## src/rtl/fwuart_pkg.sv

```systemverilog
// Shared constants and helpers for the fwuart baud generator: oversample
// mode encodings, phase wrap points and the reset divisor calculation.
package fwuart_pkg;

   localparam logic       OS_X8    = 1'b0;
   localparam logic       OS_X16   = 1'b1;
   localparam logic [3:0] OS8_MAX  = 4'd7;
   localparam logic [3:0] OS16_MAX = 4'd15;

   // round(clockrate * 2^frac_w / (baudrate * 16)) in fixed point int.frac
   function automatic logic [31:0] calc_rst_div(input int unsigned clockrate,
                                                input int unsigned baudrate,
                                                input int unsigned frac_w);
      logic [63:0] num;
      logic [63:0] den;
      num = 64'(clockrate) << frac_w;
      den = 64'(baudrate) * 64'd16;
      return 32'((num * 64'd2 + den) / (den * 64'd2));
   endfunction

   function automatic logic [3:0] phase_max(input logic os16);
      return (os16 == OS_X8) ? OS8_MAX : OS16_MAX;
   endfunction

endpackage

```

## src/rtl/fwuart_baudgen_if.sv

```systemverilog
// Control/status bundle between the register block (master) and the
// baud generator (slave).
interface fwuart_baudgen_if #(
   parameter int DIV_W  = 32'sd16,
   parameter int FRAC_W = 32'sd4
);
   logic              enable;
   logic              resync;
   logic              cfg_load;
   logic [DIV_W-1:0]  cfg_div_int;
   logic [FRAC_W-1:0] cfg_div_frac;
   logic              cfg_os16;
   logic              tick_os;
   logic              tick_baud;
   logic [3:0]        os_phase;
   logic              cfg_pending;
   logic              cfg_err;

   modport master (
      output enable, resync, cfg_load, cfg_div_int, cfg_div_frac, cfg_os16,
      input  tick_os, tick_baud, os_phase, cfg_pending, cfg_err
   );

   modport slave (
      input  enable, resync, cfg_load, cfg_div_int, cfg_div_frac, cfg_os16,
      output tick_os, tick_baud, os_phase, cfg_pending, cfg_err
   );
endinterface

```

## src/rtl/fwuart_frac_div.sv

```systemverilog
// Fractional clock divider: period is div_int, stretched by one clock after
// every accumulator carry, giving an average of div_int + div_frac/2^FRAC_W.
module fwuart_frac_div #(
   parameter int DIV_W  = 32'sd16,
   parameter int FRAC_W = 32'sd4
) (
   input  logic              clock,
   input  logic              reset_n,
   input  logic              run,
   input  logic              restart,
   input  logic [DIV_W-1:0]  div_int,
   input  logic [FRAC_W-1:0] div_frac,
   output logic              tick
);

   logic [DIV_W-1:0]  cnt_r;
   logic [FRAC_W-1:0] acc_r;
   logic              carry_r;
   logic              tick_r;
   logic [DIV_W:0]    last_cnt_s;
   logic [DIV_W:0]    cnt_inc_s;
   logic [FRAC_W:0]   acc_sum_s;
   logic              wrap_s;

   assign last_cnt_s = {1'b0, div_int} + {{DIV_W{1'b0}}, carry_r} - {{DIV_W{1'b0}}, 1'b1};
   assign cnt_inc_s  = {1'b0, cnt_r} + {{DIV_W{1'b0}}, 1'b1};
   assign wrap_s     = ({1'b0, cnt_r} == last_cnt_s);
   assign acc_sum_s  = {1'b0, acc_r} + {1'b0, div_frac};
   assign tick       = tick_r;

   // Counter, accumulator and a tick register that is set one clock ahead so
   // it is high exactly while the counter sits at P-1.
   always_ff @(posedge clock or negedge reset_n) begin
      if (!reset_n) begin
         cnt_r   <= {DIV_W{1'b0}};
         acc_r   <= {FRAC_W{1'b0}};
         carry_r <= 1'b0;
         tick_r  <= 1'b0;
      end else if (!run || restart) begin
         cnt_r   <= {DIV_W{1'b0}};
         acc_r   <= {FRAC_W{1'b0}};
         carry_r <= 1'b0;
         tick_r  <= 1'b0;
      end else if (wrap_s) begin
         cnt_r   <= {DIV_W{1'b0}};
         acc_r   <= acc_sum_s[FRAC_W-1:0];
         carry_r <= acc_sum_s[FRAC_W];
         tick_r  <= 1'b0;
      end else begin
         cnt_r   <= cnt_inc_s[DIV_W-1:0];
         tick_r  <= (cnt_inc_s == last_cnt_s);
      end
   end

endmodule

```

## src/rtl/fwuart_baudgen.sv

```systemverilog
// Programmable fractional baud-tick generator: oversample and bit strobes,
// shadowed reconfiguration applied on bit boundaries, and phase resync.
module fwuart_baudgen
   import fwuart_pkg::*;
#(
   parameter int unsigned CLOCKRATE = 32'd50000000,
   parameter int unsigned BAUDRATE  = 32'd115200,
   parameter int          DIV_W     = 32'sd16,
   parameter int          FRAC_W    = 32'sd4
) (
   input logic             clock,
   input logic             reset_n,
   fwuart_baudgen_if.slave bus
);

   function automatic logic div_illegal(input logic [DIV_W-1:0] d);
      return (d[DIV_W-1:1] == {(DIV_W-1){1'b0}});
   endfunction

   localparam logic [31:0]       RST_DIV  = calc_rst_div(CLOCKRATE, BAUDRATE, $unsigned(FRAC_W));
   localparam logic [DIV_W-1:0]  RST_INT  = RST_DIV[FRAC_W +: DIV_W];
   localparam logic [FRAC_W-1:0] RST_FRAC = RST_DIV[FRAC_W-1:0];
   localparam logic              RST_ERR  = div_illegal(RST_INT);

   logic [DIV_W-1:0]  act_int_r;
   logic [FRAC_W-1:0] act_frac_r;
   logic              act_os16_r;
   logic [DIV_W-1:0]  sh_int_r;
   logic [FRAC_W-1:0] sh_frac_r;
   logic              sh_os16_r;
   logic              pending_r;
   logic              err_r;
   logic              en_d_r;
   logic [3:0]        phase_r;

   logic              run_s;
   logic              tick_s;
   logic              at_max_s;
   logic              baud_s;
   logic              imm_s;
   logic              shadow_wr_s;
   logic              def_apply_s;
   logic              restart_s;

   // Loads bypass the shadow whenever there is no running bit to protect.
   assign run_s       = bus.enable & ~err_r;
   assign at_max_s    = (phase_r == phase_max(act_os16_r));
   assign baud_s      = tick_s & at_max_s;
   assign imm_s       = bus.cfg_load & (~bus.enable | bus.resync | err_r);
   assign shadow_wr_s = bus.cfg_load & ~imm_s;
   assign def_apply_s = pending_r & baud_s & ~bus.cfg_load;
   assign restart_s   = bus.resync | imm_s | def_apply_s | (bus.enable & ~en_d_r);

   fwuart_frac_div #(
      .DIV_W  (DIV_W),
      .FRAC_W (FRAC_W)
   ) u_div (
      .clock    (clock),
      .reset_n  (reset_n),
      .run      (run_s),
      .restart  (restart_s),
      .div_int  (act_int_r),
      .div_frac (act_frac_r),
      .tick     (tick_s)
   );

   // Active/shadow configuration, pending flag and divisor legality.
   always_ff @(posedge clock or negedge reset_n) begin
      if (!reset_n) begin
         act_int_r  <= RST_INT;
         act_frac_r <= RST_FRAC;
         act_os16_r <= OS_X16;
         sh_int_r   <= RST_INT;
         sh_frac_r  <= RST_FRAC;
         sh_os16_r  <= OS_X16;
         pending_r  <= 1'b0;
         err_r      <= RST_ERR;
      end else if (imm_s) begin
         act_int_r  <= bus.cfg_div_int;
         act_frac_r <= bus.cfg_div_frac;
         act_os16_r <= bus.cfg_os16;
         pending_r  <= 1'b0;
         err_r      <= div_illegal(bus.cfg_div_int);
      end else if (shadow_wr_s) begin
         sh_int_r   <= bus.cfg_div_int;
         sh_frac_r  <= bus.cfg_div_frac;
         sh_os16_r  <= bus.cfg_os16;
         pending_r  <= 1'b1;
      end else if (def_apply_s) begin
         act_int_r  <= sh_int_r;
         act_frac_r <= sh_frac_r;
         act_os16_r <= sh_os16_r;
         pending_r  <= 1'b0;
         err_r      <= div_illegal(sh_int_r);
      end else begin
         pending_r  <= pending_r;
      end
   end

   // Enable history, used to restart the period on a rising enable.
   always_ff @(posedge clock or negedge reset_n) begin
      if (!reset_n) begin
         en_d_r <= 1'b0;
      end else begin
         en_d_r <= bus.enable;
      end
   end

   // Oversample phase within the current bit.
   always_ff @(posedge clock or negedge reset_n) begin
      if (!reset_n) begin
         phase_r <= 4'd0;
      end else if (!run_s || restart_s) begin
         phase_r <= 4'd0;
      end else if (tick_s) begin
         phase_r <= at_max_s ? 4'd0 : (phase_r + 4'd1);
      end else begin
         phase_r <= phase_r;
      end
   end

   assign bus.tick_os     = tick_s;
   assign bus.tick_baud   = baud_s;
   assign bus.os_phase    = phase_r;
   assign bus.cfg_pending = pending_r;
   assign bus.cfg_err     = err_r;

endmodule

```

## src/flat_wrapper.sv

```systemverilog
// flat-port wrapper written by rule: the top's interface ports become plain ports
module fwuart_baudgen_flat import fwuart_pkg::*;
#(
   parameter int unsigned CLOCKRATE = 32'd50000000,
   parameter int unsigned BAUDRATE  = 32'd115200,
   parameter int          DIV_W     = 32'sd16,
   parameter int          FRAC_W    = 32'sd4
)
  (clock, reset_n, bus_enable, bus_resync, bus_cfg_load, bus_cfg_div_int, bus_cfg_div_frac, bus_cfg_os16, bus_tick_os, bus_tick_baud, bus_os_phase, bus_cfg_pending, bus_cfg_err);
  fwuart_baudgen_if #(.DIV_W(DIV_W), .FRAC_W(FRAC_W)) bus_i ();
  input logic clock;
  input logic reset_n;
  input wire logic [$bits(bus_i.enable)-1:0] bus_enable;
  input wire logic [$bits(bus_i.resync)-1:0] bus_resync;
  input wire logic [$bits(bus_i.cfg_load)-1:0] bus_cfg_load;
  input wire logic [$bits(bus_i.cfg_div_int)-1:0] bus_cfg_div_int;
  input wire logic [$bits(bus_i.cfg_div_frac)-1:0] bus_cfg_div_frac;
  input wire logic [$bits(bus_i.cfg_os16)-1:0] bus_cfg_os16;
  output wire logic [$bits(bus_i.tick_os)-1:0] bus_tick_os;
  output wire logic [$bits(bus_i.tick_baud)-1:0] bus_tick_baud;
  output wire logic [$bits(bus_i.os_phase)-1:0] bus_os_phase;
  output wire logic [$bits(bus_i.cfg_pending)-1:0] bus_cfg_pending;
  output wire logic [$bits(bus_i.cfg_err)-1:0] bus_cfg_err;
  assign bus_i.enable = bus_enable;
  assign bus_i.resync = bus_resync;
  assign bus_i.cfg_load = bus_cfg_load;
  assign bus_i.cfg_div_int = bus_cfg_div_int;
  assign bus_i.cfg_div_frac = bus_cfg_div_frac;
  assign bus_i.cfg_os16 = bus_cfg_os16;
  assign bus_tick_os = bus_i.tick_os;
  assign bus_tick_baud = bus_i.tick_baud;
  assign bus_os_phase = bus_i.os_phase;
  assign bus_cfg_pending = bus_i.cfg_pending;
  assign bus_cfg_err = bus_i.cfg_err;
  fwuart_baudgen #(.CLOCKRATE(CLOCKRATE), .BAUDRATE(BAUDRATE), .DIV_W(DIV_W), .FRAC_W(FRAC_W)) u_core (.clock(clock), .reset_n(reset_n), .bus(bus_i));
endmodule
```

## config.mk

```make
export PLATFORM = sky130hd
export DESIGN_NAME = fwuart_baudgen_flat
export DESIGN_NICKNAME = d
export VERILOG_FILES = /design/src/rtl/fwuart_pkg.sv /design/src/rtl/fwuart_baudgen_if.sv /design/src/rtl/fwuart_frac_div.sv /design/src/rtl/fwuart_baudgen.sv /design/src/flat_wrapper.sv
export SDC_FILE = /design/constraint.sdc
export NUM_CORES = 1
export LEC_CHECK = 0
export CAP_MARGIN = 20
export CORE_AREA = 2 2 107 109
export DETAILED_ROUTE_END_ITERATION = 10
export DIE_AREA = 0 0 109 111
export PLACE_DENSITY = 0.65
export SYNTH_ARGS = -nofsm -noshare
export SYNTH_HDL_FRONTEND = slang
export SYNTH_SLANG_ARGS = --single-unit
```

## constraint.sdc

```tcl
create_clock -name clock -period 3.5 [get_ports clock]
set_clock_uncertainty 0.15 [all_clocks]
set_input_delay 0.7 -clock clock [delete_from_list [all_inputs] [get_ports clock]]
set_output_delay 0.7 -clock clock [all_outputs]
set_load 0.02 [all_outputs]
```

### Yosys cells after proc, flatten, opt, wreduce, memory -nomap -nowiden

Index checks and enable logic that the tools add are counted.

* register bits: 71
* input bits: 26
* output and inout port bits: 8
* word-level logic and storage cells: 77

* add/sub/neg operators: 5
* equal/unequal tests: 4
* multiplexer cells: 27
* bitwise operators: 17
* reduce and logical (&&, ||, !) cells: 10

Operators by type and width (count)
* 16-bit two-way mux: 5
* 4-bit two-way mux: 9
* 15-bit zero test: 2
* 16-bit by 1-bit adder with 17-bit output: 1
* 16-bit by 1-bit adder with 17-bit output (second input constant): 1
* 16-bit by 17-bit == test with 1-bit output: 1
* 17-bit == test: 1
* 17-bit by 1-bit subtractor with 17-bit output (second input constant): 1
* 1-bit two-way mux: 13
* 1-bit bitwise AND: 7
* 2-bit nonzero test: 3
* 4-bit by 4-bit adder with 5-bit output: 1
* 1-bit inverter: 5
* 1-bit bitwise OR: 5
* 4-bit by 1-bit adder with 4-bit output (second input constant): 1
* 4-bit == test: 1
* 2-bit AND reduction: 2
* 3-bit nonzero test: 1
* 2-bit by 1-bit != test with 1-bit output (second input constant): 1
* 1-bit zero test: 1
* 1-bit logical OR: 1

### Depth between registers and ports, before layout

* depth after elaboration: 9
* gate-level depth with buffers: 13
* mapped depth without buffers: 10

### Hierarchy

A second synthesis with hierarchy kept.

* cell total of the unflattened synthesis: 425
* area, all modules: 4631.9 µm²

By module, submodules not included
* fwuart_baudgen: instances 1, cells an instance 161, area an instance 2383.5 µm², sequential area each 1241.2 µm²
* fwuart_frac_div: instances 1, cells an instance 264, area an instance 2248.4 µm², sequential area each 550.5 µm²

### Worst setup path before layout

No wires, ideal clock.

* path kind: reg-to-reg
* start point: reg u_core.u_div.carry_r
* end point: reg u_core.u_div.acc_r[1]
* library setup time: 0.082 ns
* arrival time: 3.302 ns
* data required time: 3.268 ns
* setup slack: -0.034 ns
* stages on the path, launching flop included: 13
* path buffers: 2
* clock period less this slack: 3.534 ns
* cell sequence: dfrtp_1 > inv_1 > ha_1 > ha_1 > clkbuf_8 > or3b_2 > nor4_4 > xnor2_1 > or4_1 > or4_4 > buf_6 > or4b_1 > a21oi_1

* cells in the longest elaborated chain, start to end: 4

Ends and longest elaborated chain
* start: declaration: RTL line fwuart_frac_div.sv:18 `logic carry_r;`
* start signal: assignment: RTL line fwuart_frac_div.sv:47 `carry_r <= acc_sum_s[FRAC_W];`
* 16-bit by 1-bit adder with 17-bit output: RTL line fwuart_frac_div.sv:25 `assign last_cnt_s = {1'b0, div_int} + {{DIV_W{1'b0}}, carry_r} - {{DIV_W{1'b0}}, 1'b1};`
* 17-bit by 1-bit subtractor with 17-bit output: RTL line fwuart_frac_div.sv:25
* 16-bit by 17-bit == test with 1-bit output: RTL line fwuart_frac_div.sv:27 `assign wrap_s = ({1'b0, cnt_r} == last_cnt_s);`
* 2-bit nonzero test (no line)
* end signal: assignment: RTL line fwuart_frac_div.sv:36 `acc_r <= {FRAC_W{1'b0}};`
* end signal: assignment: RTL line fwuart_frac_div.sv:41 `acc_r <= {FRAC_W{1'b0}};`
* end signal: assignment: RTL line fwuart_frac_div.sv:46 `acc_r <= acc_sum_s[FRAC_W-1:0];`
* end: declaration: RTL line fwuart_frac_div.sv:17 `logic [FRAC_W-1:0] acc_r;`

No other way between the ends.
A chain may end at the register's enable or synchronous reset.

### Worst setup path after layout

Same ends and word-level chain as after synthesis.

==> flow_summary_export.csv <==
group,metric,value,unit
routing,wl,10100,µm
clocking,cts-root-buf,"clkbuf_16",
sta,max_clock_freq,280,MHz
power,switchingPower,634,µW
floorplan,rows,39,
global_route,grt_start_max_net_pins,45,
power,powerDensity,449,nW/µm²
logic_synthesis,synth-seq-area-share,0.407,
cells_and_area,n_fill_cell,1020,
logic_synthesis,netlist_area,4400,µm²
sta,rsz0062_at_grt,"yes",
setup_path,critPathArrivalTime,3.69,ns
sta,fin_crit_sh,1.02,
cells_and_area,instances_no_fill,630,
logic_synthesis,synthAdderAreaFrac,0.0296,
power,internal_power,1760,µW
logic_synthesis,synth_xor_area_frac,0.115,
logic_synthesis,synthArstFlopShare,1.00,
worst_hold_path,worst_hold_path_type,"primary input to async pin",
logic_synthesis,synth_compound_area_frac,0.0913,
routing,wl_per_cell,16.0,µm
floorplan,die_h,111,µm
setup_path,cp_data_required_time,3.61,ns
sta,setup_viol,2,
status,violations,"negative setup slack",
sta,hold_viol_final,0,
placement,hpwl,7100,µm
clocking,cts_max_level,3,
cells_and_area,fin_nets,517,
sta,relSlewSlack,0.601,
sta,tns,-0.133,ns
power,pwr-share-comb,0.179,
logic_synthesis,synth_edf_count,0,
power,power.share.sequential,0.413,
logic_synthesis,syn-instance-count,438,
placement,port_buffers,33,
routing,drt_iter0_markers,161,
routing,ant_nets,0,
cells_and_area,regArea,1790,µm²
power,total_power,2400,µW
setup_path,critPathMaxFanout,6,
logic_synthesis,synth_ff_type,"dfrtp_1",
cells_and_area,multiInputGateArea,2490,µm²
sta,drv_slew,0,
power,vdd_drop_max,0.289,mV
routing,vias,3419,
clocking,cts_made_buffers,9,
cells_and_area,most-common-layout-cells,"dfrtp_1 (59), xnor2_1 (35), nand2_1 (34), clkdlybuf4s50_1 (32), o21ai_0 (31)",
cells_and_area,area_growth,21.3,%
clocking,cts.sinks,71,
logic_synthesis,ys_ff_latch,71,
sta,fin_ws,-0.0749,ns
floorplan,core_area,11100,µm²
clocking,clk_latency,0.33,ns
power,clockPowerShare,0.409,
power,p_leak,0.00220,µW
placement,dp.cells,609,
sta,worstMarginPinSlew,0.599,ns
global_route,grt_remaining_overflow,0,
routing,post_drt_via_cell_ratio,5.43,
global_route,track_usage,0.174,
cells_and_area,antennaDiodeCount,0,
clocking,cts_tree,"done",
sta,period_minus_slack,3.57,ns
routing,drtPass1Iterations,4,
logic_synthesis,synth-simple-area-share,0.199,
logic_synthesis,syn_nets,473,
floorplan,io_pins,34,
setup_path,endpoint_kind,"flop",
flow_run,maxCapViolCount,0,
global_route,antenna_found_initial,0,
logic_synthesis,muxShareOfSynthArea,0.111,
logic_synthesis,yosysWarnings,0,
global_route,grt_pass1_vias,3453,
status,status,"complete, but fails checks",
logic_synthesis,synth_top_family_by_area,"simple AND/OR/NAND/NOR gates",
cells_and_area,drive_gt1_frac,0.218,
clocking,clk_pin_slew_worst_paths,0.06,ns
cells_and_area,layout_commonest_cell,"dfrtp_1",
routing,drc,0,
floorplan,initial_core_util,0.397,
global_route,grt_pass1_wl,16600,µm
floorplan,die_w,109,µm
setup_path,r2r_slack,-0.07,ns
clocking,clk_path_buf_depth,2,
setup_path,startpoint_type,"flop",
logic_synthesis,synth.avg_cell_area,10.0,µm²
power,p_sw_frac,0.265,
placement,place_congestion,0.834,
setup_path,crit_type,"flop to flop",
floorplan,die_area,12100,µm²
logic_synthesis,ys_types,64,
==> state kept, by name (all words and copies together), names as in the netlist <==
signal and flops:
u_core.act_frac_r 4, u_core.act_int_r 16, u_core.act_os16_r 1, u_core.bus.cfg_err 1
u_core.bus.cfg_pending 1, u_core.bus.os_phase 4, u_core.en_d_r 1, u_core.sh_frac_r 4
u_core.sh_int_r 16, u_core.sh_os16_r 1, u_core.u_div.acc_r 4, u_core.u_div.carry_r 1
u_core.u_div.cnt_r 16, u_core.u_div.tick 1
==> cell usage after synthesis (2+ instances only) <==
master | instances | area share
a21o_1 | 3 | 0.0051
a21oi_1 | 10 | 0.011
and2_1 | 3 | 0.0043
and3_1 | 4 | 0.0057
and3b_1 | 2 | 0.0040
and4_1 | 2 | 0.0040
buf_1 | 4 | 0.0034
buf_6 | 5 | 0.013
clkbuf_1 | 14 | 0.012
clkbuf_8 | 4 | 0.013
dfrtp_1 | 59 | 0.34
dfstp_2 | 12 | 0.072
ha_1 | 8 | 0.023
inv_1 | 7 | 0.0060
mux2_2 | 22 | 0.056
mux2i_1 | 24 | 0.055
nand2_1 | 34 | 0.029
nand2b_1 | 3 | 0.0043
nand3_1 | 8 | 0.0091
nand4_1 | 11 | 0.016
nor2_1 | 30 | 0.026
nor2b_1 | 3 | 0.0043
nor3_1 | 12 | 0.014
nor3b_1 | 6 | 0.010
nor4_1 | 13 | 0.018
o211ai_1 | 3 | 0.0051
o21ai_0 | 31 | 0.035
o311ai_0 | 2 | 0.0040
or3_1 | 4 | 0.0057
or3b_2 | 2 | 0.0040
or4_1 | 4 | 0.0068
or4_4 | 2 | 0.0051
or4b_1 | 2 | 0.0046
or4b_2 | 2 | 0.0046
xnor2_1 | 36 | 0.072
xor2_1 | 19 | 0.038
==> critical path, stage by stage, from the launching register on <==
cell	delay (ns)
dfrtp_1	0.38
inv_2	0.07
ha_4	0.14
ha_4	0.12
or3b_4	0.40
nor4_4	0.32
xnor2_2	0.11
or4_4	0.54
or4_4	0.62
or4b_4	0.52
a21oi_2	0.14
==> power by group through the flow <==
stage	logic [µW]	registers, µW	clock network [µW]
global route	473	999	1030
CTS	403	985	994
detailed placement	398	999	0
finish	428	988	979
floorplan	290	973	0
global placement	387	995	0
==> per-stage QoR <==
stage / instance area [µm²] / utilization / setup WS [ns] / hold slack [ns]
2_1_floorplan: 4400 / - / 0.0754 / 0.254
3_3_place_gp: 4900 / 0.442 / -0.0101 / 0.340
3_5_place_dp: 4900 / 0.442 / 0.00231 / 0.347
4_1_cts: 5220 / 0.471 / 0.00155 / 0.239
5_1_grt: 5340 / 0.482 / -0.163 / 0.274
6_report: 5340 / 0.482 / -0.0749 / 0.220
==> cell type report <==
type / count / share of cell area
Inverter: 7 / 0.00492
Clock inverter: 5 / 0.0157
Multi-Input combinational cell: 333 / 0.467
Clock buffer: 11 / 0.0436
Timing Repair Buffer: 60 / 0.0996
Tap cell: 143 / 0.0335
Sequential cell: 71 / 0.336
==> repair_timing <==
action | in CTS | in global routing
gates resized for setup | 2 | 18
buffers inserted | 0 | 4
pin swaps | 0 | 6
hold buffers | 0 | 0
cloned | 0 | 1
setup endpoints to repair | 2 | 21
==> per-layer routing <==
metal / part of all wire / routed length, µm / global-route usage
met1: 0.45 / 4570 / 0.229
met2: 0.49 / 4880 / 0.277
met3: 0.038 / 383 / 0.0376
met4: 0.023 / 229 / 0.0641
met5: 0 / 0 / 0
==> path summary, 6_finish.rpt <==
check	depth (start not counted)	startpoint	to
max	10	u_core.u_div.carry_r$_DFFE_PN0P_	u_core.u_div.acc_r[1]$_DFFE_PN0P_
min	1	reset_n	u_core.sh_frac_r[0]$_DFFE_PN0P_
max reg2reg	10	u_core.u_div.carry_r$_DFFE_PN0P_	u_core.u_div.acc_r[1]$_DFFE_PN0P_
min reg2reg	1	u_core.sh_frac_r[3]$_DFFE_PN0P_	u_core.sh_frac_r[3]$_DFFE_PN0P_
max in group asynchronous	2	reset_n	u_core.act_int_r[1]$_DFFE_PN1P_
min in group clock	1	u_core.sh_frac_r[3]$_DFFE_PN0P_	u_core.sh_frac_r[3]$_DFFE_PN0P_
==> kinds of logic (layout without fill, tap and decap cells) <==
kind of cell             after synthesis  after routing
flip-flops                            71             71
AND/OR/NAND/NOR                      155            156
adder cells (fa/ha/maj)               10             10
XOR/XNOR                              56             56
AO/OA/AOI/OAI                         65             65
multiplexers                          46             46
buffers and inverters                 35             83
Note: power is estimated with default switching activity, not from simulation.
